File: config.mk
export PLATFORM = sky130hd
export DESIGN_NAME = gelato_ram_arbiter
export DESIGN_NICKNAME = d
export VERILOG_FILES = /design/src/rtl/gelato_ram_arb_pkg.sv /design/src/rtl/gelato_rr_picker.sv /design/src/rtl/gelato_ram_arbiter.sv
export SDC_FILE = /design/constraint.sdc
export NUM_CORES = 1
export LEC_CHECK = 0
export BUFFER_PORTS_ARGS = -buffer_cell sky130_fd_sc_hd__buf_4
export CAP_MARGIN = 20
export CORE_MARGIN = 2
export CORE_UTILIZATION = 49
export CTS_BUF_LIST = sky130_fd_sc_hd__clkbuf_16
export CTS_CLUSTER_SIZE = 20
export DETAILED_ROUTE_END_ITERATION = 6
export GPL_TIMING_DRIVEN = 0
export PLACE_DENSITY = 0.92
export SLEW_MARGIN = 20
export SYNTH_ARGS = -nofsm -noshare
export SYNTH_HDL_FRONTEND = slang
export SYNTH_SLANG_ARGS = --single-unit
File: constraint.sdc
create_clock -name clk -period 4.4 [get_ports clk]
set_input_delay 0.88 -clock clk [delete_from_list [all_inputs] [get_ports clk]]
set_output_delay 0.88 -clock clk [all_outputs]
set_load 0.03 [all_outputs]
File: src/rtl/gelato_ram_arb_pkg.sv
// gelato_ram_arb_pkg: shared state type and default widths for the RAM arbiter.
package gelato_ram_arb_pkg;
  typedef enum logic [1:0] {ARB_IDLE, ARB_BUSY, ARB_RESP} arb_state_t;
  localparam int DEF_NUM_REQ = 4;
  localparam int DEF_ADDR_WIDTH = 32;
  localparam int DEF_DATA_WIDTH = 32;
  localparam int DEF_TIMEOUT_CYCLES = 255;
  function automatic int wdt_width(input int limit);
    return (limit < 256) ? 8 : $clog2(limit + 1);
  endfunction
endpackage

File: src/rtl/gelato_rr_picker.sv
// gelato_rr_picker: combinational round-robin pick, first valid index after last with wrap.
module gelato_rr_picker #(
  parameter int N = 4,
  parameter int IW = $clog2(N)
) (
  input  logic [N-1:0]  req,
  input  logic [IW-1:0] last,
  output logic [N-1:0]  gnt,
  output logic [IW-1:0] idx,
  output logic          any
);
  logic [IW-1:0] j;
  always_comb begin
    any = 1'b0;
    idx = '0;
    j = '0;
    for (int k = 1; k <= N; k++) begin
      j = IW'((int'(last) + k) % N);
      if (!any && req[j]) begin
        any = 1'b1;
        idx = j;
      end
    end
    gnt = any ? (N'(1) << idx) : '0;
  end
endmodule

File: src/rtl/gelato_ram_arbiter.sv
// gelato_ram_arbiter: round-robin sharing of one RAM read port, one access in flight.
// Optional watchdog in BUSY enabled by GELATO_RAM_ARB_TIMEOUT_EN.
module gelato_ram_arbiter
  import gelato_ram_arb_pkg::*;
#(
  parameter int NUM_REQ = DEF_NUM_REQ,
  parameter int ADDR_WIDTH = DEF_ADDR_WIDTH,
  parameter int DATA_WIDTH = DEF_DATA_WIDTH,
  parameter int TIMEOUT_CYCLES = DEF_TIMEOUT_CYCLES
) (
  input  logic                          clk,
  input  logic                          rst,
  input  logic                          rdy,
  input  logic [NUM_REQ-1:0]            req_valid,
  input  logic [NUM_REQ*ADDR_WIDTH-1:0] req_addr,
  output logic [NUM_REQ-1:0]            req_ready,
  output logic [NUM_REQ-1:0]            resp_valid,
  output logic [DATA_WIDTH-1:0]         resp_data,
  output logic                          resp_err,
  output logic                          ram_req,
  output logic [ADDR_WIDTH-1:0]         ram_addr,
  input  logic [DATA_WIDTH-1:0]         ram_data,
  input  logic                          ram_done,
  output logic                          busy
);
  localparam int IW = $clog2(NUM_REQ);
  arb_state_t state_q, state_d;
  logic [ADDR_WIDTH-1:0] addr_arr [NUM_REQ];
  logic [ADDR_WIDTH-1:0] addr_q;
  logic [DATA_WIDTH-1:0] data_q;
  logic [IW-1:0] id_q, last_q, pick_idx;
  logic [NUM_REQ-1:0] pick_gnt;
  logic pick_any, expire;

  for (genvar g = 0; g < NUM_REQ; g++) begin : g_addr
    assign addr_arr[g] = req_addr[g*ADDR_WIDTH +: ADDR_WIDTH];
  end

  gelato_rr_picker #(.N(NUM_REQ), .IW(IW)) u_pick (
    .req (req_valid),
    .last(last_q),
    .gnt (pick_gnt),
    .idx (pick_idx),
    .any (pick_any)
  );

`ifdef GELATO_RAM_ARB_TIMEOUT_EN
  localparam int CW = wdt_width(TIMEOUT_CYCLES);
  logic [CW-1:0] wdt_q;
  logic err_q;
  assign expire = (state_q == ARB_BUSY) && (wdt_q == CW'(TIMEOUT_CYCLES - 1));
  assign resp_err = (state_q == ARB_RESP) && err_q;
  // err_q tracks "no done this cycle" so its last BUSY value explains the exit
  always_ff @(posedge clk or posedge rst) begin
    if (rst) begin
      wdt_q <= '0;
      err_q <= 1'b0;
    end else if (rdy) begin
      wdt_q <= (state_q == ARB_BUSY) ? wdt_q + 1'b1 : '0;
      err_q <= (state_q == ARB_BUSY) ? !ram_done : 1'b0;
    end
  end
`else
  assign expire = 1'b0;
  assign resp_err = 1'b0;
`endif

  always_ff @(posedge clk or posedge rst) begin
    if (rst) begin
      state_q <= ARB_IDLE;
      addr_q <= '0;
      data_q <= '0;
      id_q <= '0;
      last_q <= IW'(NUM_REQ - 1);
    end else begin
      state_q <= state_d;
      if (rdy && state_q == ARB_IDLE && pick_any) begin
        addr_q <= addr_arr[pick_idx];
        id_q <= pick_idx;
        last_q <= pick_idx;
      end
      if (rdy && state_q == ARB_BUSY && (ram_done || expire))
        data_q <= ram_done ? ram_data : '0;
    end
  end

  always_comb begin
    state_d = !rdy ? state_q :
              (state_q == ARB_IDLE) ? (pick_any ? ARB_BUSY : ARB_IDLE) :
              (state_q == ARB_BUSY) ? ((ram_done || expire) ? ARB_RESP : ARB_BUSY) :
              ARB_IDLE;
    req_ready = (state_q == ARB_IDLE && rdy && !rst) ? pick_gnt : '0;
    resp_valid = (state_q == ARB_RESP) ? (NUM_REQ'(1) << id_q) : '0;
    resp_data = (state_q == ARB_RESP) ? data_q : '0;
    ram_req = (state_q == ARB_BUSY);
    ram_addr = (state_q == ARB_BUSY) ? addr_q : '0;
    busy = (state_q != ARB_IDLE);
  end
endmodule

==> results of run 1 <==
-- power groups by stage --
stage | combinational (mW) | clock [mW] | sequential [mW]
6_report | 2.43 | 0.659 | 1.13
5_1_grt | 2.62 | 0.698 | 1.17
4_1_cts | 2.44 | 0.666 | 1.13
3_5_place_dp | 2.43 | 0 | 1.14
3_3_place_gp | 2.37 | 0 | 1.11
2_1_floorplan | 1.65 | 0 | 1.08
-- per-layer routing --
layer	wire [um]	part of all wire, %	GRT usage [%]	vias up
met1	5420	38	34.6	2053
met4	351	2.5	10.5	0
met2	7350	52	53.0	232
met5	0	0	0	-
met3	1080	7.6	5.87	33
li1	-	-	-	2077
-- sequential cells by signal, indices dropped and copies added (netlist names) --
register / flops
id_q: 2
last_q: 2
data_q: 32
addr_q: 32
state_q: 2
-- stage by stage --
stage	hold WS (ns)	power, mW	cell area (um2)
2_1_floorplan	0.471	2.73	4350
3_3_place_gp	0.478	3.48	6290
3_5_place_dp	0.486	3.57	6320
4_1_cts	0.498	4.23	6590
5_1_grt	0.504	4.49	6590
6_report	0.495	4.22	6590
-- how the worst min path moves through the flow --
| stage | end | slack [ns] |
|---|---|---|
| after global placement | data_q[16] | 0.48 |
| after floorplan | data_q[0] | 0.47 |
| after detailed placement | data_q[15] | 0.49 |
| after CTS | data_q[15] | 0.50 |
| final | data_q[0] | 0.50 |
| after global routing | data_q[6] | 0.50 |
-- kinds of logic after synthesis --
| group | count (synthesis) |
|---|---|
| AND/OR/NAND/NOR | 187 |
| AO/OA/AOI/OAI | 86 |
| flip-flops | 70 |
| multiplexers | 66 |
| buffers and inverters | 43 |
| other | 1 |
-- worst max-delay path, stage by stage --
cell      delay (ns)
buf_4           0.14
nor2_1          0.39
a21o_1          0.14
a32o_1          0.22
clkbuf_1        0.57
nor3b_1         0.26
buf_4           0.19
-- area by class of cell --
type / instances / area, um2 / area share [%]
Timing Repair Buffer: 241 / 1830 / 27.8
Clock buffer: 9 / 225 / 3.42
Sequential cell: 70 / 1750 / 26.6
Buffer: 36 / 185 / 2.81
Tap cell: 108 / 135 / 2.05
Clock inverter: 7 / 48.8 / 0.740
Inverter: 7 / 28.8 / 0.437
Multi-Input combinational cell: 340 / 2380 / 36.2
-- cells in the mapped netlist, drive strengths merged (2+ instances only) --
library cell	number
mux2	65
and3	4
o21ai	5
a21oi	7
buf	14
a21o	2
dfstp	2
nor2b	3
a31oi	32
clkbuf	22
and2	64
dfrtp	68
nand2	69
inv	7
nor2	41
a22oi	32
==> run metrics, run 1 <==
Sw Ratio=43.3%; Crit path required time=3.52 ns; end of the critical path=req_ready[1]; share of cells above drive strength 1=49.3%; Die Y=98.2 um; Leak=3.11 nW; outcome=completed; Clk Latency, worst-skew pair=0.32 ns; DIE WIDTH=98.2 um; adder-cell share of the synthesized area=0%; reg-to-reg critical path startpoint=last_q[1]; Setup Viol. Count Final=0; Final Hold Viols=0; Mapped Area=0.00435 mm2; core area=0.00868 mm2; type of the worst setup path=primary input to primary output; DR vias=4,395; setup bufs post-CTS=0; largest net degree at the start of global routing=52; post-synthesis compound-gate area fraction=17.0%; hold buffers post-CTS=0; Worst Setup Start Kind=primary input; clock buffer count from CTS=9; share of the synthesized area in the top cell type=39.1%; drt drc=0; syn nets=621; RSZ-0062 raised after global routing=false; fmax=273 MHz; initial detailed-routing violation count=146; Mean Syn Cell Area=9.60 um2; Clock transition at path regs=0.05 ns; Seq pwr share=26.8%; Worst R2R Setup Slack=1.92 ns; number of nets in the layout=873; crit path DAT=2.78 ns; Layout area overhead=51.5%; vias in the first global route=4,561; mux cell area share after synthesis=17.1%; first-pass GRT wire length=22,400 um; post-place setup slack=0.730 ns; row cnt=34; #FFs+latches synth=70; Rel. slew slack=47.9%; TritonCTS clock tree=done; TNS Setup=0 ns; fin. max-slew vios=0; Synth Flop Type=dfrtp_1; Non-Filler Instances=818; count of different cell masters after synthesis=39; Overflow after GRT=0; DRT Pass-1 Iters=5; final WL=14,200 um; worst hold path cell count=1; Clk pwr share=15.6%; most common cell after layout, fill and taps aside=buf_4; endpoint of the worst-slack reg-to-reg timing path=addr_q[3]; via-per-instance ratio=5.37; full die area=0.00965 mm2; combinational share of power=57.6%; min Tclk post-route=3.66 ns; hold_sp=data_q[0]; XOR/XNOR Fraction of Synth Area=0%; Synth Area in Simple Gates=20.7%; Worst VDD drop=0.406 mV; Post-synth EDFFs=0; worst reg2reg path depth=7; Ys Warns=0; total of max-cap violations=0; Slew @ Worst Pin=0.781 ns; commonest cells after routing, fill and taps aside=buf_4, nand2_1, dfrtp_1; PwrDens=640 mW/mm2; sequential element share of the synthesized area=40.3%; Detail Placement HPWL=11,300 um; CTS Sinks=70; Tot GR Track Use=29.3%; Critical Path Sink Type=primary output; Placed Instances=802; final period utilization=83.3%; cts repair resizes=0; Async S/R FF share, synth=100%; initial antenna violation count=0; antenna cells=0; Layout fillers=585; Antenna Nets Post-Route=0; worst setup path start=req_valid[3]; H-tree depth=3; switching power=1.83 mW; I/O Buffers=240; Pint=2.39 mW; Root Buffer=clkbuf_16; worst min path class=flop to flop; Wirelength per Cell=17.3 um; number of top-level pins=243; Initial Utilization=50.1%; setup slack after layout=0.737 ns; cells after synthesis=453; largest family of logic cells by synthesized area=simple AND/OR/NAND/NOR gates; Clock Path Buffers=2; gpl congestion=0.868; Worst Path Max Fanout=10; Area contributors post-synth=dfrtp_1, mux2_2, and2_1; Synth area leader=dfrtp_1; Finished Core Util=75.9%; clk_skew=0.0104 ns
Note: power is estimated with default switching activity, not from simulation.
==> run 2, diff against run 1 <==
--- a/config.mk
+++ b/config.mk
@@ -8,12 +8,12 @@
 export BUFFER_PORTS_ARGS = -buffer_cell sky130_fd_sc_hd__buf_4
 export CAP_MARGIN = 20
 export CORE_MARGIN = 2
-export CORE_UTILIZATION = 49
+export CORE_UTILIZATION = 41
 export CTS_BUF_LIST = sky130_fd_sc_hd__clkbuf_16
 export CTS_CLUSTER_SIZE = 20
 export DETAILED_ROUTE_END_ITERATION = 6
 export GPL_TIMING_DRIVEN = 0
-export PLACE_DENSITY = 0.92
+export PLACE_DENSITY = 0.83
 export SLEW_MARGIN = 20
 export SYNTH_ARGS = -nofsm -noshare
 export SYNTH_HDL_FRONTEND = slang
==> constraint.sdc (replaced) <==
create_clock -name clk -period 3.1 [get_ports clk]
set_input_delay 0.62 -clock clk [delete_from_list [all_inputs] [get_ports clk]]
set_output_delay 0.62 -clock clk [all_outputs]
set_load 0.03 [all_outputs]
==> run 2 against run 1 <==
- critical path depth down 1
- count of clock-buffer cells in the layout unchanged
- clock skew down 0.0034 ns
==> run metrics, run 2 (same netlist as run 1, synthesis figures left out) <==
Post-DP Area=0.00637 mm2 (+0.89%); Leak=3.13 nW (+0.67%); Clock transition at path regs=0.06 ns (about the same); Overflow after GRT=0 (unchanged); Clock Path Buffers=2 (unchanged); Seq pwr share=26.3% (-0.5 points); total of max-cap violations=0 (unchanged); largest net degree at the start of global routing=37 (-29%); gpl congestion=0.889 (+2.5%); worst min path class=primary input to async pin; Sw Ratio=43.0% (-0.37 points); share of cells above drive strength 1=50.0% (+0.70 points); DRT Pass-1 Iters=4 (-1); combinational share of power=57.0% (-0.6 points); RSZ-0062 raised after global routing=false; commonest cells after routing, fill and taps aside=buf_4, nand2_1, dfrtp_1; most common cell after layout, fill and taps aside=buf_4; min Tclk post-route=2.92 ns; core area=0.0103 mm2 (+19%); row cnt=37 (+8.8%); Wirelength per Cell=17.3 um (-0.24%); final period utilization=94.1%; Crit path required time=2.48 ns (-1.04 ns); vias in the first global route=4,589 (+0.61%); outcome=completed; Critical Path Sink Type=primary output; Tot GR Track Use=25.5% (-3.8 points); TNS Setup=0 ns (unchanged); hold buffers post-CTS=0 (unchanged); Clk Latency, worst-skew pair=0.33 ns (about the same); initial detailed-routing violation count=252 (+73%); Layout area overhead=53.6%; number of top-level pins=243 (unchanged); Rel. slew slack=57.5% (+9.5 points); Detail Placement HPWL=11,500 um (+2.2%); I/O Buffers=240 (unchanged); fin. max-slew vios=0 (unchanged); Antenna Nets Post-Route=0 (unchanged); Worst Setup Start Kind=flop; crit path DAT=2.30 ns (-0.48 ns); H-tree depth=3 (unchanged); clock buffer count from CTS=9 (unchanged); Pint=3.48 mW (+46%); CTS Sinks=70 (unchanged); final WL=14,600 um (+3.2%); TritonCTS clock tree=done; drt drc=0 (unchanged); worst setup path start=last_q[1]; Setup Viol. Count Final=0 (unchanged); Final Hold Viols=0 (unchanged); via-per-instance ratio=5.15 (-4.2%); DIE WIDTH=107 um (+8.9%); switching power=2.62 mW (+43%); antenna cells=0 (unchanged); setup bufs post-CTS=0 (unchanged); full die area=0.0114 mm2 (+19%); Worst VDD drop=0.572 mV (+41%); Worst Path Max Fanout=10 (unchanged); PwrDens=914 mW/mm2 (+43%); DR vias=4,355 (-0.91%); number of nets in the layout=873 (unchanged); Clk pwr share=16.8% (+1.2 points); fmax=343 MHz; type of the worst setup path=flop to primary output; first-pass GRT wire length=22,400 um (about the same); reg-to-reg critical path startpoint=last_q[1]; Finished Cell Area=0.00668 mm2 (+1.3%); Initial Utilization=42.1% (-8.0 points); Slew @ Worst Pin=0.638 ns (-0.143 ns); clk_skew=0.00700 ns (-0.00339 ns); Root Buffer=clkbuf_16; Die Y=107 um (+8.9%); initial antenna violation count=0 (unchanged); top flop regs=addr_q (32), data_q (32)
## run 2: cell types whose count changed in the layout (fill, tap and decap cells not counted), moves of 2 or more
cell	previous run	this run
clkbuf_2	0	2
inv_6	2	0
clkinv_4	0	2
clkbuf_1	22	19
## run 2: critical path, cell delays in order, from the launching register on
cell	delay (ns)
dfstp_2	0.55
buf_2	0.22
nor2_1	0.09
o32ai_2	0.39
clkbuf_2	0.33
and3_1	0.21
buf_4	0.17
## run 2: through the flow
stage	instances	total power [mW]	util, %	hold WS (ns)	setup slack [ns]
after CTS	847	6.13	64.7	0.332	0.0541
final	846	6.10	64.7	0.330	0.182
after global placement	829	4.99	61.3	0.477	-0.262
after detailed placement	831	5.09	61.7	0.485	-0.0271
after global routing	846	6.48	64.7	0.353	0.0937
after floorplan	453	3.88	-	0.471	0.182
## run 2: timing repair
action,4_1_cts,5_1_grt
endpoints found under the hold margin,0,0
endpoints found under the setup margin,2,2
cloned,0,0
gates resized for setup,2,2
## run 2: worst paths after layout
kind	endpoint	slack (ns)	depth (start not counted)
setup / recovery	req_ready[3]	0.18	6
min in group clk	data_q[23]	0.50	1
setup reg to reg	addr_q[10]	0.60	7
max in group asynchronous	data_q[15]	2.24	3
hold / removal	addr_q[0]	0.33	2
hold reg to reg	data_q[23]	0.50	1
## run 2: metal layers
metal	global-route usage, %	routed length [um]
met5	0	0
met4	10.5	338
met3	5.78	1090
met2	45.7	7370
met1	29.3	5840
## run 2: layout make-up
class | count | area [um2]
clock buffer | 9 | 225
tap | 136 | 170
buffer | 35 | 184
sequential | 70 | 1750
fill | 823 | 3640
multi-input combinational | 340 | 2390
timing repair buffer | 242 | 1850
clock inverter | 7 | 75.1
inverter | 7 | 30.0
## run 2: power by group through the flow
stage / Combinational [mW] / Sequential [mW] / Clock [mW]
2_1_floorplan: 2.34 / 1.54 / 0
3_3_place_gp: 3.41 / 1.59 / 0
3_5_place_dp: 3.47 / 1.61 / 0
4_1_cts: 3.49 / 1.60 / 1.04
5_1_grt: 3.73 / 1.67 / 1.08
6_report: 3.48 / 1.60 / 1.02
==> run 3, diff against run 2 <==
--- a/config.mk
+++ b/config.mk
@@ -9,7 +9,6 @@
 export CAP_MARGIN = 20
 export CORE_MARGIN = 2
 export CORE_UTILIZATION = 41
-export CTS_BUF_LIST = sky130_fd_sc_hd__clkbuf_16
 export CTS_CLUSTER_SIZE = 20
 export DETAILED_ROUTE_END_ITERATION = 6
 export GPL_TIMING_DRIVEN = 0
==> run 3 against run 2 <==
- fmax shrank 0.43%
- die area is the same
- register-to-register slack is essentially flat
- critical path type unchanged
- critical endpoint unchanged
==> run metrics, run 3 (same netlist as run 1, synthesis figures left out) <==
outcome=completed; DIE WIDTH=107 um (unchanged); full die area=0.0114 mm2 (unchanged); PwrDens=884 mW/mm2 (-3.3%); clock buffer count from CTS=9 (unchanged); Worst Path Max Fanout=10 (unchanged); antenna cells=0 (unchanged); H-tree depth=3 (unchanged); initial antenna violation count=0 (unchanged); fmax=341 MHz (-0.43%); largest net degree at the start of global routing=37 (unchanged); share of cells above drive strength 1=50.0% (unchanged); Clk Latency, worst-skew pair=0.35 ns (+0.02 ns); Setup Viol. Count Final=0 (unchanged); Root Buffer=clkbuf_8; via-per-instance ratio=5.15 (about the same); Worst R2R Setup Slack=0.60 ns (about the same); Non-Filler Instances=846 (unchanged); number of top-level pins=243 (unchanged); Critical Path Sink Type=primary output; vias in the first global route=4,585 (-0.087%); worst reg2reg path depth=7 (unchanged); TNS Setup=0 ns (unchanged); Rel. slew slack=57.8% (+0.28 points); crit path DAT=2.31 ns (about the same); Layout area overhead=51.2%; I/O Buffers=240 (unchanged); Detail Placement HPWL=11,500 um (unchanged); RSZ-0062 raised after global routing=false; final WL=14,700 um (about the same); drt drc=0 (unchanged); Placed Instances=831 (unchanged); initial detailed-routing violation count=222 (-12%); gpl congestion=0.889 (unchanged); Die Y=107 um (unchanged); commonest cells after routing, fill and taps aside=buf_4, nand2_1, dfrtp_1; min Tclk post-route=2.93 ns (+0.0127 ns); number of nets in the layout=873 (unchanged); worst min path class=primary input to async pin; Worst Setup Start Kind=flop; hold_ws=0.300 ns (-0.0297 ns); type of the worst setup path=flop to primary output; top flop regs=addr_q (32), data_q (32); reg-to-reg critical path startpoint=last_q[1]; DR vias=4,354 (-0.023%); Tot GR Track Use=25.6% (+0.042 points); row cnt=37 (unchanged); Finished Core Util=63.7% (-0.98 points); Clock Path Buffers=2 (unchanged); most common cell after layout, fill and taps aside=buf_4; fin. max-slew vios=0 (unchanged); post-place setup slack=-0.0271 ns (unchanged); worst setup path start=last_q[1]; DRT Pass-1 Iters=5 (+1); Slew @ Worst Pin=0.634 ns (-0.00424 ns); Leak=3.08 nW (-1.5%); hold buffers post-CTS=0 (unchanged); Clock transition at path regs=0.09 ns (+0.03 ns); clk_skew=0.0134 ns (+0.00643 ns); Crit path required time=2.48 ns (about the same); first-pass GRT wire length=22,400 um (+0.13%); CTS Sinks=70 (unchanged); core area=0.0103 mm2 (unchanged); Initial Utilization=42.1% (unchanged); Overflow after GRT=0 (unchanged); Antenna Nets Post-Route=0 (unchanged); endpoint of the worst-slack reg-to-reg timing path=addr_q[5]; TritonCTS clock tree=done; Worst VDD drop=0.550 mV (-3.9%); final period utilization=94.5% (+0.41 points); total of max-cap violations=0 (unchanged); setup slack after layout=0.170 ns (-0.0127 ns); Final Hold Viols=0 (unchanged); Wirelength per Cell=17.3 um (about the same)
==> run 3: cell count changes in the layout (fill, tap and decap cells not counted) <==
cell,previous run,this run
clkbuf_8,0,9
clkbuf_16,9,0
==> run 3: area by class of cell <==
type                    count  area, um2
fillers                   834       3750
multi-input cells         340       2390
well taps                 136        170
plain buffers              35        184
inverters                   7       30.0
repair buffers            242       1850
flip-flops and latches     70       1750
clock inverters             7       75.1
clock buffers               9        124
==> run 3: where the power goes <==
group	switching [mW]	leakage (nW)	internal (mW)
combinational	2.00	2.19	1.48
sequential	0.223	0.805	1.38
clock	0.367	0.0914	0.372
==> run 3: worst max-delay path by stage <==
stage | to | slack (ns) | cells after the start
floorplan | req_ready[1] | 0.18 | 5
global placement | req_ready[0] | -0.26 | 4
detailed placement | req_ready[1] | -0.03 | 7
CTS | req_ready[3] | 0.03 | 6
global route | req_ready[3] | 0.06 | 6
finish | req_ready[3] | 0.17 | 6
==> run 3: metal layers <==
metal  track usage, %  wire (um)  vias to the layer above
li1                 -          -                     2077
met1             29.3       5860                     2037
met2             45.7       7370                      212
met3             5.78       1050                       28
met4             10.9        371                        0
met5                0          0                        -
==> run 3: worst max-delay path: stages, from the launching register on <==
cell,delay [ns]
dfstp_2,0.56
buf_2,0.22
nor2_1,0.10
o32ai_2,0.38
clkbuf_2,0.32
and3_1,0.21
buf_4,0.16
==> run 3: per-stage QoR <==
stage	instance area (um2)	power, mW
6_report	6580	5.81
5_1_grt	6580	6.19
4_1_cts	6580	5.85
3_5_place_dp	6370	5.09
3_3_place_gp	6320	4.99
2_1_floorplan	4350	3.88
==> run 3: what timing repair did <==
item                       CTS  global route
gates cloned                 0             0
pin swaps                    0             0
buffers inserted             0             0
resized for setup            2             2
setup endpoints to repair    2             2
